[src/rtl/axis_layer_router.sv]
// Header-routed AXI-Stream switch between a DRAM-side stream pair and N_ENG layer engines.
// Each command gets one engine, a bounded wait for its result, and a bad-selector drain path.
module axis_layer_router #(
    parameter int unsigned DATA_W      = 32,
    parameter int unsigned KEEP_W      = DATA_W / 8,
    parameter int unsigned N_ENG       = 4,
    parameter int unsigned SEL_W       = 4,
    parameter int unsigned TIMEOUT_CYC = 65535
) (
    input  logic                    S_AXIS_ACLK,
    input  logic                    S_AXIS_ARESETN,
    input  logic [DATA_W-1:0]       S_AXIS_TDATA,
    input  logic [KEEP_W-1:0]       S_AXIS_TKEEP,
    input  logic                    S_AXIS_TLAST,
    input  logic                    S_AXIS_TVALID,
    output logic                    S_AXIS_TREADY,
    output logic [DATA_W-1:0]       M_AXIS_TDATA,
    output logic [KEEP_W-1:0]       M_AXIS_TKEEP,
    output logic                    M_AXIS_TLAST,
    output logic                    M_AXIS_TVALID,
    input  logic                    M_AXIS_TREADY,
    output logic [N_ENG*DATA_W-1:0] ENG_S_TDATA,
    output logic [N_ENG*KEEP_W-1:0] ENG_S_TKEEP,
    output logic [N_ENG-1:0]        ENG_S_TLAST,
    output logic [N_ENG-1:0]        ENG_S_TVALID,
    input  logic [N_ENG-1:0]        ENG_S_TREADY,
    input  logic [N_ENG*DATA_W-1:0] ENG_M_TDATA,
    input  logic [N_ENG*KEEP_W-1:0] ENG_M_TKEEP,
    input  logic [N_ENG-1:0]        ENG_M_TLAST,
    input  logic [N_ENG-1:0]        ENG_M_TVALID,
    output logic [N_ENG-1:0]        ENG_M_TREADY,
    output logic [N_ENG-1:0]        ENG_ARESETN,
    output logic                    busy,
    output logic [SEL_W-1:0]        cur_sel,
    output logic                    err_bad_sel,
    output logic                    err_timeout,
    output logic [15:0]             pkt_count
);

    localparam int unsigned TW = (TIMEOUT_CYC < 2) ? 1 : $clog2(TIMEOUT_CYC);
    localparam logic [TW-1:0] TimerLast = TW'((TIMEOUT_CYC == 0) ? 0 : TIMEOUT_CYC - 1);
    localparam logic [SEL_W:0] NumEng = (SEL_W + 1)'(N_ENG);

    typedef enum logic [1:0] {StIdle, StRun, StDrain} state_e;

    state_e             state_q, state_d;
    logic [SEL_W-1:0]   sel_q, sel_d;
    logic               in_done_q, in_done_d;
    logic               out_done_q, out_done_d;
    logic [TW-1:0]      timer_q, timer_d;
    logic [N_ENG-1:0]   eng_rstn_q, eng_rstn_d;
    logic               err_bad_sel_q, err_bad_sel_d;
    logic               err_timeout_q, err_timeout_d;
    logic [15:0]        pkt_count_q, pkt_count_d;

    logic [N_ENG-1:0]   sel_onehot;
    logic               eng_s_tready_sel;
    logic               eng_m_tvalid_sel;
    logic               eng_m_tlast_sel;
    logic [DATA_W-1:0]  eng_m_tdata_sel;
    logic [KEEP_W-1:0]  eng_m_tkeep_sel;
    logic               in_hs, out_hs, timeout_fire;

    always_comb begin
        sel_onehot       = '0;
        eng_s_tready_sel = 1'b0;
        eng_m_tvalid_sel = 1'b0;
        eng_m_tlast_sel  = 1'b0;
        eng_m_tdata_sel  = '0;
        eng_m_tkeep_sel  = '0;
        for (int unsigned i = 0; i < N_ENG; i++) begin
            if (sel_q == SEL_W'(i)) begin
                sel_onehot[i]    = 1'b1;
                eng_s_tready_sel = ENG_S_TREADY[i];
                eng_m_tvalid_sel = ENG_M_TVALID[i];
                eng_m_tlast_sel  = ENG_M_TLAST[i];
                eng_m_tdata_sel  = ENG_M_TDATA[i*DATA_W +: DATA_W];
                eng_m_tkeep_sel  = ENG_M_TKEEP[i*KEEP_W +: KEEP_W];
            end
        end
    end

    always_comb begin
        state_d       = state_q;
        sel_d         = sel_q;
        in_done_d     = in_done_q;
        out_done_d    = out_done_q;
        timer_d       = timer_q;
        eng_rstn_d    = eng_rstn_q;
        err_bad_sel_d = err_bad_sel_q;
        err_timeout_d = err_timeout_q;
        pkt_count_d   = pkt_count_q;
        S_AXIS_TREADY = 1'b0;
        M_AXIS_TVALID = 1'b0;
        ENG_S_TVALID  = '0;
        ENG_M_TREADY  = '0;
        in_hs         = 1'b0;
        out_hs        = 1'b0;
        timeout_fire  = 1'b0;
        unique case (state_q)
            StIdle: begin
                S_AXIS_TREADY = 1'b1;
                if (S_AXIS_TVALID && !S_AXIS_TLAST) begin
                    if ({1'b0, S_AXIS_TDATA[SEL_W-1:0]} >= NumEng) begin
                        err_bad_sel_d = 1'b1;
                        state_d       = StDrain;
                    end else begin
                        sel_d      = S_AXIS_TDATA[SEL_W-1:0];
                        in_done_d  = 1'b0;
                        out_done_d = 1'b0;
                        timer_d    = '0;
                        eng_rstn_d = N_ENG'(1) << S_AXIS_TDATA[SEL_W-1:0];
                        state_d    = StRun;
                    end
                end
            end
            StRun: begin
                // Timeout only decides on registered state so M_AXIS_TVALID never sees TREADY.
                timeout_fire = (TIMEOUT_CYC != 0) && in_done_q && !out_done_q &&
                               (timer_q == TimerLast);
                if (!in_done_q) begin
                    ENG_S_TVALID  = sel_onehot & {N_ENG{S_AXIS_TVALID}};
                    S_AXIS_TREADY = eng_s_tready_sel;
                    in_hs         = S_AXIS_TVALID && eng_s_tready_sel;
                end
                if (!out_done_q && !timeout_fire) begin
                    M_AXIS_TVALID = eng_m_tvalid_sel;
                    ENG_M_TREADY  = sel_onehot & {N_ENG{M_AXIS_TREADY}};
                    out_hs        = eng_m_tvalid_sel && M_AXIS_TREADY;
                end
                in_done_d  = in_done_q | (in_hs & S_AXIS_TLAST);
                out_done_d = out_done_q | (out_hs & eng_m_tlast_sel);
                if (out_hs) begin
                    timer_d = '0;
                end else if (in_done_q && (TIMEOUT_CYC != 0)) begin
                    timer_d = timer_q + 1'b1;
                end
                if (timeout_fire) begin
                    err_timeout_d = 1'b1;
                    eng_rstn_d    = '0;
                    state_d       = StIdle;
                end else if (in_done_d && out_done_d) begin
                    pkt_count_d = pkt_count_q + 16'd1;
                    eng_rstn_d  = '0;
                    state_d     = StIdle;
                end
            end
            StDrain: begin
                S_AXIS_TREADY = 1'b1;
                if (S_AXIS_TVALID && S_AXIS_TLAST) begin
                    state_d = StIdle;
                end
            end
            default: state_d = StIdle;
        endcase
    end

    always_ff @(posedge S_AXIS_ACLK or negedge S_AXIS_ARESETN) begin
        if (!S_AXIS_ARESETN) begin
            state_q       <= StIdle;
            sel_q         <= '0;
            in_done_q     <= 1'b0;
            out_done_q    <= 1'b0;
            timer_q       <= '0;
            eng_rstn_q    <= '0;
            err_bad_sel_q <= 1'b0;
            err_timeout_q <= 1'b0;
            pkt_count_q   <= '0;
        end else begin
            state_q       <= state_d;
            sel_q         <= sel_d;
            in_done_q     <= in_done_d;
            out_done_q    <= out_done_d;
            timer_q       <= timer_d;
            eng_rstn_q    <= eng_rstn_d;
            err_bad_sel_q <= err_bad_sel_d;
            err_timeout_q <= err_timeout_d;
            pkt_count_q   <= pkt_count_d;
        end
    end

    // Payload is broadcast; only the selected engine gets TVALID.
    assign ENG_S_TDATA  = {N_ENG{S_AXIS_TDATA}};
    assign ENG_S_TKEEP  = {N_ENG{S_AXIS_TKEEP}};
    assign ENG_S_TLAST  = {N_ENG{S_AXIS_TLAST}};
    assign M_AXIS_TDATA = eng_m_tdata_sel;
    assign M_AXIS_TKEEP = eng_m_tkeep_sel;
    assign M_AXIS_TLAST = eng_m_tlast_sel;
    assign ENG_ARESETN  = eng_rstn_q;
    assign busy         = (state_q != StIdle);
    assign cur_sel      = sel_q;
    assign err_bad_sel  = err_bad_sel_q;
    assign err_timeout  = err_timeout_q;
    assign pkt_count    = pkt_count_q;

endmodule
[config.mk]
export PLATFORM = sky130hd
export DESIGN_NAME = axis_layer_router
export DESIGN_NICKNAME = d
export VERILOG_FILES = /design/src/rtl/axis_layer_router.sv
export SDC_FILE = /design/constraint.sdc
export NUM_CORES = 1
export LEC_CHECK = 0
export ABC_AREA = 1
export CAP_MARGIN = 20
export CELL_PAD_IN_SITES_DETAIL_PLACEMENT = 1
export CELL_PAD_IN_SITES_GLOBAL_PLACEMENT = 2
export CORE_MARGIN = 2
export CORE_UTILIZATION = 15
export CTS_BUF_LIST = sky130_fd_sc_hd__clkbuf_8
export DETAILED_ROUTE_END_ITERATION = 7
export PLACE_DENSITY_LB_ADDON = 0.1
export SLEW_MARGIN = 10
export SYNTH_ARGS = -nofsm -noshare
export SYNTH_HDL_FRONTEND = slang
export SYNTH_SLANG_ARGS = --single-unit
export TNS_END_PERCENT = 30
[constraint.sdc]
create_clock -name S_AXIS_ACLK -period 2 [get_ports S_AXIS_ACLK]
set_clock_uncertainty 0.1 [all_clocks]
set_input_delay 0.3 -clock S_AXIS_ACLK [delete_from_list [all_inputs] [get_ports S_AXIS_ACLK]]
set_output_delay 0.3 -clock S_AXIS_ACLK [all_outputs]
set_load 0.02 [all_outputs]
# Word level (Yosys, flattened, before mapping)

Index checks and enable logic that the tools add are counted.

Bits in registers: 46
Input port bits: 197
Output and inout bits: 222

Add/sub/neg operators: 2
$lt $le $gt $ge: 1
Eq/ne operators: 11
Shift operators: 1
Mux-type cells: 56
Bitwise operators: 8
Reductions and logical operators: 24

Operator list:

| kind                  | count |
|---|---|
| $mux 32               | 4 |
| $mux 16               | 4 |
| $mux 4                | 12 |
| $add 16x1->16 const B | 2 |
| $pmux 16 s2           | 1 |
| $mux 1                | 25 |
| $eq 16x16->1 const B  | 1 |
| $reduce_and 3->1      | 5 |
| $mux 2                | 5 |
| $and 4x4->4           | 2 |
| $eq 4x2->1 const B    | 2 |
| $logic_and 1x1->1     | 8 |
| $pmux 4 s2            | 1 |
| $reduce_and 4->1      | 2 |
| $ne 2x2->1 const B    | 3 |
| $ne 3x3->1 const B    | 2 |
| $pmux 1 s2            | 3 |
| $pmux 2 s3            | 1 |
| $eq 4x1->1 const B    | 1 |
| $ge 4x3->1 const B    | 1 |
| $logic_not 4->1       | 1 |
| $reduce_bool 2->1     | 2 |
| $shl 1x4->4 const A   | 1 |
| $logic_not 1->1       | 3 |
| other kinds (8)       | 11 |

# Logic depth before layout (Yosys ltp)

Gate-level depths: netlist (run 1).

Word-level depth: 14
Mapped depth: 15
Gate-level depth less buffers: 14

# Worst setup path after synthesis (run 1)

No wires, ideal clock.

Kind: flip-flop to output port
Start point: reg sel_q[2] (netlist: cur_sel[2])
End point: out ENG_M_TREADY[0]
Arrival: 1.719 ns
Data required time: 1.600 ns
Slack: -0.119 ns
Stages on the path, launching flop included: 7
Path buffers: 1
Cell sequence: dfrtp_1 inv_2 nand2_1 nor3_1 clkbuf_1 inv_1 nor3_1

Word-level cells in the longest chain between the ends: 5

Ends and longest elaborated chain:

| element                | RTL line | text |
|---|---|---|
| from (decl)            | 47       | `logic [SEL_W-1:0] sel_q, sel_d;` |
| from (signal assigned) | 171      | `sel_q <= sel_d;` |
| $logic_not 4->1        | 72       | `if (sel_q == SEL_W'(i)) begin` |
| $mux 1                 | 72       |  |
| $and 4x4->4            | 128      | `ENG_M_TREADY = sel_onehot & {N_ENG{M_AXIS_TREADY}};` |
| $mux 4                 | 126      | `if (!out_done_q && !timeout_fire) begin` |
| $mux 4                 | 100      | `unique case (state_q)` |
| to (decl)              | 31       | `output logic [N_ENG-1:0] ENG_M_TREADY,` |

Every way passes these cells.

# Worst setup path in the final report (run 1)

Start point: reg sel_q[0] (netlist: cur_sel[0])
End point: out M_AXIS_TDATA[8]

Word-level cells in the longest chain between the ends: 5
Elaborated cells between the ends (all ways): 8

Ends and longest elaborated chain:

| element               | RTL line | text |
|---|---|---|
| $logic_not 4->1       | 72       |  |
| $mux 32 (3 in series) | 72       |  |
| $mux 32 (*)           | 72       |  |
| to (decl)             | 17       | `output logic [DATA_W-1:0] M_AXIS_TDATA,` |

Mark *: on every way between the ends. The rest lies on a longest branch, timed or not.

==> results of run 1 <==
[synth_stat cells, drive strengths merged]
master and count:
clkbuf 9, nor3 15, nand3b 8, nor2 48
nand3 39, xnor2 6, a21oi 2, a21o 1
nand4 38, nand2 250, dfrtp 46, o21ai 23
buf 159, clkinv 1, ha 3, o22ai 3
xor2 21, inv 46, nor4 4
[kinds of logic after synthesis]
kind of cell | count (synthesis) | synth area share [%]
AND/OR/NAND/NOR | 402 | 37.30
XOR/XNOR | 27 | 4.919
adder cells (fa/ha/maj) | 3 | 0.7809
flip-flops | 46 | 23.95
AO/OA/AOI/OAI | 29 | 4.138
buffers and inverters | 215 | 28.92
[final timing paths]
check	cells past startpoint	endpoint	start
setup reg to reg	14	timer_q[9]	cur_sel[0]
min in group S_AXIS_ACLK	2	err_bad_sel	err_bad_sel
hold reg to reg	2	err_bad_sel	err_bad_sel
max in group asynchronous	3	cur_sel[1]	S_AXIS_ARESETN
setup / recovery	11	M_AXIS_TDATA[8]	cur_sel[0]
hold / removal	3	timer_q[11]	S_AXIS_ARESETN
[stage by stage]
| step | worst slack [ns] | hold WS (ns) | std cells | utilization, % |
|---|---|---|---|---|
| finish | -0.3987 | 0.3772 | 1376 | 27.96 |
| global route | -0.4826 | 0.4004 | 1376 | 27.96 |
| CTS | -0.4613 | 0.3904 | 1350 | 26.17 |
| detailed placement | -0.5072 | 0.2239 | 1313 | 23.81 |
| global placement | -0.4751 | 0.2198 | 1313 | 23.81 |
| floorplan | -0.08313 | -0.09559 | 722 | - |
[layer usage]
layer | share of wire [%] | vias up | global-route usage, %
met4 | 3.0 | 0 | 5.024
met5 | 0 | - | 0
li1 | - | 2649 | -
met1 | 40 | 2581 | 16.03
met3 | 4.4 | 55 | 2.403
met2 | 53 | 145 | 26.76
[timing repair]
action / in CTS / in global routing
hold buffers: 1 / 0
setup endpoints to repair: 89 / 88
hold endpoints to repair: 46 / 0
buffers inserted: 24 / 26
gates resized for setup: 312 / 89
gates cloned: 4 / 3
pin swaps: 17 / 26
[registers in the layout (all words and copies together) (netlist names)]
name,count
ENG_ARESETN,4
err_timeout,1
out_done_q,1
state_q,2
cur_sel,4
pkt_count,16
in_done_q,1
timer_q,16
err_bad_sel,1
[power by group through the flow]
stage	Sequential, mW	Combinational [mW]	Clock (mW)
2_1_floorplan	1.30	2.95	0
5_1_grt	1.26	8.74	1.00
3_5_place_dp	1.24	6.22	0
4_1_cts	1.23	7.30	0.975
6_report	1.23	8.13	0.923
3_3_place_gp	1.23	6.19	0
[worst reg2reg max path, delay by kind of cell, from the launching register on]
kind / cells / cell delay (ns)
flops: 1 / 0.47
compound gates: 2 / 0.36
buf+inv: 5 / 0.64
simple gates: 7 / 0.62
[layout make-up]
cell class	count	area, sq um
diodes	1	2.502
inverters	47	201.4
clock inverters	2	60.06
repair buffers	411	4173
clock buffers	6	82.58
flip-flops and latches	46	1154
fillers	3762	22730
multi-input cells	461	2648
well taps	402	503.0
==> results.cfg, run 1 <==
[drt]
vias = 5430
antenna_left = 0
firstDrtPassIters = 4
wirelength_um = 24890
wl_per_cell_um = 18.09
drc = 0
first_iter_violations = 150
vias_per_cell = 3.946

[cells_and_area]
layout-drive-gt1-share_pct = 33.20
final_common_cell = clkdlybuf4s50_1
final_area_sq_um = 8823
finalNetCount = 1172
area_delta_synth_final_pct = 83.55
layout_common_cells = 202 x clkdlybuf4s50_1, 197 x nand2_1, 112 x buf_4

[cts]
cts_buffers = 5
cts_tree = built
clock-sinks = 46
cts-root-buf = clkbuf_8
ctsLongestPathBuffers = 2
clkLatencyLatePin_ns = 0.33
clk_pin_slew_ns = 0.10
htreeDepth = 2

[power]
combPwrFrac_pct = 79.0
power_frac_seq_pct = 12.0
power_density_nw_per_um2 = 1166
leakage_nw = 3.856
peakVddDrop_mv = 0.3919
power.share.clock_pct = 9.0
p_switching_mw = 4.619
finalPower_mw = 10.29
swShare_pct = 44.88
p_int_mw = 5.672

[worst_setup_path]
critPathBufInv = 7
critPathSlowestCell = dfrtp_2
critical_path_class = reg2out
worstPathRequired_ns = 1.60
critPathLaunchType = register
cp-end-kind = output pin
cp.arrival_ns = 2.00
critPathMaxFanout = 6
critPathTopFamily = buffers and inverters
cpMostUsedCell = buf_12
worst_path_largest_cell_delay_ns = 0.48
path_cells = buf_6, nand2_4, nor2_4, buf_12, buf_12, buf_12, buf_12, buf_6, nand2_2, nand4_1, buf_6
r2r_setup_slack_ns = -0.28

[floorplan]
fp.dieH_um = 183.0
die_area_sq_um = 33490
io_pins = 419
die_w_um = 183.0
fp.coreArea_sq_um = 31560
initial_utilization_pct = 15.23
rows = 65

[sta]
tns_ns = -19.68
tightest_slew_ns = 0.4226
fmax_ghz = 0.4169
drv_slew = 0
fin_ws_ns = -0.3987
finalSetupViolCount = 85
post-route-period-util_pct = 119.9
slew_headroom_pct = 71.72
hold_viol_final = 0
period_minus_slack_ns = 2.399
rsz0062_at_grt = yes

[global_routing]
grt_usage_pct = 14.21
grt_pass1_wl_um = 35980
globalRoute.totalOverflow = 0
grt_max_degree = 47
grt_pass1_vias = 6067
antenna_found_initial = 3

[logic_synthesis]
yosys_warnings = 0
synth_area_leader_cell = dfrtp_1
synth_area_sq_um = 4807
synth.top_cells.by_area = dfrtp_1 24%, buf_4 24%, nand2_1 19%
syn_nets = 922
avgSynthCellArea_sq_um = 6.658
yosysUniqueCellTypes = 33
yosys.area.top_type_share_pct = 23.95
ys_ff_latch = 46
ys_seq_area_share_pct = 23.95
netlist_instances = 722

[place]
placed_area_sq_um = 7515
gp_congestion = 0.8433
io_buffers = 258
hpwlAfterDp_um = 19440

[run_status]
violations = negative setup slack
status = finished, violations left

[flow_run]
maxCapViolCount = 0

[min_path]
hold_class = in2async
Power figures use the tool's default switching activity.
==> run 2, diff against run 1 <==
CORE_MARGIN = unset   (was 2)
GPL_TIMING_DRIVEN = 0   (was unset)
==> run 2 against run 1 <==
The run still ends with negative setup slack left. Die area is 2.2% lower. Sequential power hardly changed. Global-route usage is 0.79 points higher. First-iteration DRC count is 16% lower. Clock power is 4.2% lower. Non-clock buffer count is 179 higher.
==> results.cfg, run 2 (synthesized netlist as in run 1, its figures left out) <==
[run_status]
status = finished, violations left
violations = negative setup slack

[global_routing]
grt_max_degree = 29
antenna_found_initial = 4
grt_pass1_wl_um = 37570
grt_usage_pct = 15.00
globalRoute.totalOverflow = 0
grt_pass1_vias = 6118

[sta]
fmax_ghz = 0.4621
drv_slew = 0
period_minus_slack_ns = 2.164
slew_headroom_pct = 66.11
fin_ws_ns = -0.1641
hold_viol_final = 0
tightest_slew_ns = 0.5084
post-route-period-util_pct = 108.2
finalSetupViolCount = 78
rsz0062_at_grt = yes

[worst_setup_path]
critPathSlowestCell = dfrtp_2
rr_startpoint = cur_sel[1]
cp-end-kind = output pin
worstPathRequired_ns = 1.60
critPathLaunch = cur_sel[0]
critPathTopFamily = buffers and inverters
critPathBufInv = 4
worst_path_largest_cell_delay_ns = 0.51
path_cells = inv_4, nor3_4, buf_8, clkbuf_16, nand2_2, nand4_1, buf_6
critPathLaunchType = register
critical_path_class = reg2out
cp.arrival_ns = 1.76
critPathMaxFanout = 8

[power]
leakage_nw = 4.471
power_density_nw_per_um2 = 927.5
peakVddDrop_mv = 0.4273

[cts]
ctsLongestPathBuffers = 2
cts-root-buf = clkbuf_8
clk_pin_slew_ns = 0.09
cts_buffers = 5
htreeDepth = 2
clock-sinks = 46
cts_tree = built
clkLatencyLatePin_ns = 0.31

[drt]
firstDrtPassIters = 4
wirelength_um = 25180
vias = 5975
vias_per_cell = 3.835
antenna_left = 0
first_iter_violations = 126
drc = 0
wl_per_cell_um = 16.16

[place]
hpwlAfterDp_um = 21080
gp_congestion = 0.7791
io_buffers = 386
placed_area_sq_um = 9203
pre_cts_ws_ns = -1.173

[cells_and_area]
layout-drive-gt1-share_pct = 31.08
final_common_cell = clkdlybuf4s50_1
final_area_sq_um = 10120
layout_common_cells = 320 x clkdlybuf4s50_1, 223 x nand2_1, 198 x buf_4
area_delta_synth_final_pct = 110.4
nFillCells = 3813
finalNetCount = 1351

[floorplan]
io_pins = 419
die_area_sq_um = 32770
die_w_um = 181.0
rows = 65
fp.dieH_um = 181.0
initial_utilization_pct = 15.23
fp.coreArea_sq_um = 31560

[flow_run]
maxCapViolCount = 0

[min_path]
hold_class = reg2reg
min_from = err_timeout
run 2: area by class of cell:
cell class / count / area [sq um] / area share, %
flip-flops and latches: 46 / 1154 / 11.40
multi-input cells: 461 / 2524 / 24.95
clock buffers: 6 / 82.58 / 0.8163
well taps: 402 / 503.0 / 4.972
repair buffers: 422 / 4183 / 41.35
plain buffers: 168 / 1401 / 13.85
clock inverters: 2 / 60.06 / 0.5937
inverters: 47 / 198.9 / 1.967
diodes: 4 / 10.01 / 0.09895
run 2: where the power goes:
group	internal (mW)	leakage, nW	total, mW	switching [mW]
clock network	0.534	0.0714	0.884	0.350
registers	1.07	0.624	1.25	0.177
logic	3.42	3.78	7.25	3.84
run 2: path summary, 6_finish.rpt:
path / to / depth (start not counted) / slack, ns
worst max-delay path: M_AXIS_TDATA[7] / 7 / -0.16
worst min-delay path: err_timeout / 1 / 0.37
worst max register to register: pkt_count[1] / 14 / -0.13
worst min register to register: err_timeout / 1 / 0.37
max in group asynchronous: cur_sel[0] / 3 / 0.85
min in group asynchronous: timer_q[13] / 2 / 0.39
run 2: repair_timing:
item | CTS | global route
pin swaps | 10 | 14
setup buffers | 18 | 14
resized for setup | 391 | 61
hold buffers | 1 | 0
endpoints found under the setup margin | 102 | 84
hold endpoints to repair | 18 | 0
gates cloned | 1 | 1
run 2: worst reg2reg max path: stages, from the launching register on:
cell and delay (ns):
dfrtp_1 0.41, buf_8 0.16, buf_4 0.14, nor2_4 0.08, nand3_2 0.10, nand3_4 0.10
nand2_4 0.08, nor2_4 0.15, nand3_2 0.10, nand2_4 0.09, nand2_4 0.08, nor2_8 0.19
buf_12 0.18, nand2_1 0.06, nand2_1 0.05
run 2: routing by layer:
metal	up-vias	track usage [%]	wire [um]
met5	-	0	0
met4	0	4.237	452
met3	19	3.850	1690
met2	240	25.90	12450
met1	2706	18.29	10590
li1	3010	-	-
run 2: through the flow:
step / hold slack, ns / total power [mW] / util, % / std cells / setup TNS (ns)
floorplan: -0.09559 / 4.255 / - / 722 / -1.489
global placement: 0.3502 / 7.184 / 29.12 / 1510 / -103.05
detailed placement: 0.2110 / 7.175 / 29.16 / 1511 / -49.98
CTS: 0.3788 / 9.070 / 31.01 / 1539 / -11.55
global route: 0.4040 / 10.07 / 32.05 / 1557 / -18.00
finish: 0.3724 / 9.382 / 32.06 / 1558 / -7.899
==> run 3, diff against run 2 <==
PLACE_DENSITY = 0.82   (was unset)
PLACE_DENSITY_LB_ADDON = unset   (was 0.1)
SLEW_MARGIN = 15   (was 10)
==> run 3 against run 2 <==
The run still ends with negative setup slack left. Critical endpoint is now M_AXIS_TDATA[23]. Core utilization is 0.97 points higher. Die area stayed put. Largest cell class unchanged. Global-route usage is 0.094 points lower.
==> results.cfg, run 3 (synthesized netlist as in run 1, its figures left out) <==
[floorplan]
io_pins = 419
fp.coreArea_sq_um = 31560
fp.dieH_um = 181.0
die_area_sq_um = 32770
die_w_um = 181.0
initial_utilization_pct = 15.23
rows = 65

[power]
combPwrFrac_pct = 81.3
leakage_nw = 4.575
p_switching_mw = 4.760
power_density_nw_per_um2 = 944.4
swShare_pct = 48.36
p_int_mw = 5.083
peakVddDrop_mv = 0.3440
power.share.clock_pct = 6.1
power_frac_seq_pct = 12.6

[worst_setup_path]
cp-end-kind = output pin
critPathMaxFanout = 9
cp.arrival_ns = 1.85
critPathLaunchType = register
worstPathRequired_ns = 1.60
critical_path_class = reg2out

[cts]
cts_tree = built
clk_pin_slew_ns = 0.10
ctsLongestPathBuffers = 2
clock-sinks = 46
htreeDepth = 2
cts_buffers = 5
clkLatencyLatePin_ns = 0.32
cts-root-buf = clkbuf_8

[sta]
rsz0062_at_grt = yes
tns_ns = -13.07
finalSetupViolCount = 81
hold_viol_final = 0
slew_headroom_pct = 54.11
period_minus_slack_ns = 2.250
drv_slew = 0
tightest_slew_ns = 0.6883
fin_ws_ns = -0.2502
post-route-period-util_pct = 112.5
fmax_ghz = 0.4444
whs_ns = 0.3701

[place]
gp_congestion = 0.8242
io_buffers = 386
hpwlAfterDp_um = 20540

[global_routing]
grt_pass1_wl_um = 37610
grt_usage_pct = 14.91
globalRoute.totalOverflow = 0
antenna_found_initial = 2
grt_pass1_vias = 6372
grt_max_degree = 47

[flow_run]
maxCapViolCount = 0

[cells_and_area]
final_common_cell = clkdlybuf4s50_1
area_delta_synth_final_pct = 116.8
nFillCells = 3790
multi_input_area_sq_um = 2626
layout-drive-gt1-share_pct = 32.45
finalNetCount = 1364
seq_area_sq_um = 1152
layout_common_cells = 331 x clkdlybuf4s50_1, 207 x nand2_1, 192 x buf_4

[drt]
drc = 0
antenna_left = 0
wl_per_cell_um = 16.42
firstDrtPassIters = 4
vias_per_cell = 3.929
wirelength_um = 25740
vias = 6160
first_iter_violations = 181

[run_status]
status = finished, violations left
violations = negative setup slack

[min_path]
hold_class = reg2reg
run 3: path summary, 6_finish.rpt:
| path | from | endpoint | slack (ns) | cells after the start |
|---|---|---|---|---|
| max | cur_sel[3] | M_AXIS_TDATA[23] | -0.25 | 9 |
| max in group asynchronous | S_AXIS_ARESETN | cur_sel[0] | 0.84 | 2 |
| min in group asynchronous | S_AXIS_ARESETN | pkt_count[12] | 0.46 | 2 |
| max reg2reg | cur_sel[0] | timer_q[11] | -0.21 | 13 |
| min | err_bad_sel | err_bad_sel | 0.37 | 2 |
| min reg2reg | err_bad_sel | err_bad_sel | 0.37 | 2 |
run 3: power by group through the flow:
stage	registers, mW	logic, mW	clock network (mW)
5_1_grt	1.26	8.55	0.662
3_5_place_dp	1.25	5.98	0
3_3_place_gp	1.24	5.96	0
4_1_cts	1.26	7.29	0.627
2_1_floorplan	1.30	2.95	0
6_report	1.24	8.00	0.604
run 3: cell type report:
type	instances	share of cell area, %
Antenna cell	1	0.02401
Buffer	168	13.71
Clock buffer	5	0.6603
Clock inverter	3	0.1681
Inverter	47	2.005
Multi-Input combinational cell	461	25.20
Sequential cell	46	11.06
Tap cell	402	4.826
Timing Repair Buffer	434	42.27
Timing Repair inverter	1	0.08403
run 3: what timing repair did:
action                     CTS  global route
buffers inserted            21            18
gates cloned                 6             3
hold buffers                 1             0
pin swaps                   15            15
setup endpoints to repair  105            83
hold endpoints to repair    46             0
resized for setup          404            73
run 3: stage by stage:
step	setup WS (ns)	std cells	total power [mW]	util, %	cell area, sq um
after floorplan	-0.08313	722	4.255	-	4821
after global placement	-1.269	1510	7.206	29.12	9188
after detailed placement	-1.245	1510	7.224	29.11	9185
after CTS	-0.2690	1546	9.177	31.51	9942
after global routing	-0.3268	1568	10.47	33.03	10420
final	-0.2502	1568	9.843	33.03	10420
run 3: critical path, stage by stage, from the launching register on:
cell,delay (ns)
dfrtp_1,0.42
inv_2,0.09
nand2_4,0.08
nor3_4,0.25
buf_12,0.19
buf_12,0.12
buf_16,0.11
nand2_2,0.04
nand4_1,0.08
buf_6,0.14
run 3: layer usage:
metal  GRT usage, %  routed length, um  up-vias
li1               -                  -     3038
met1          18.76              10860     2867
met2          25.34              12500      228
met3          4.092               1965       25
met4          3.017                407        2
met5              0                 13        -
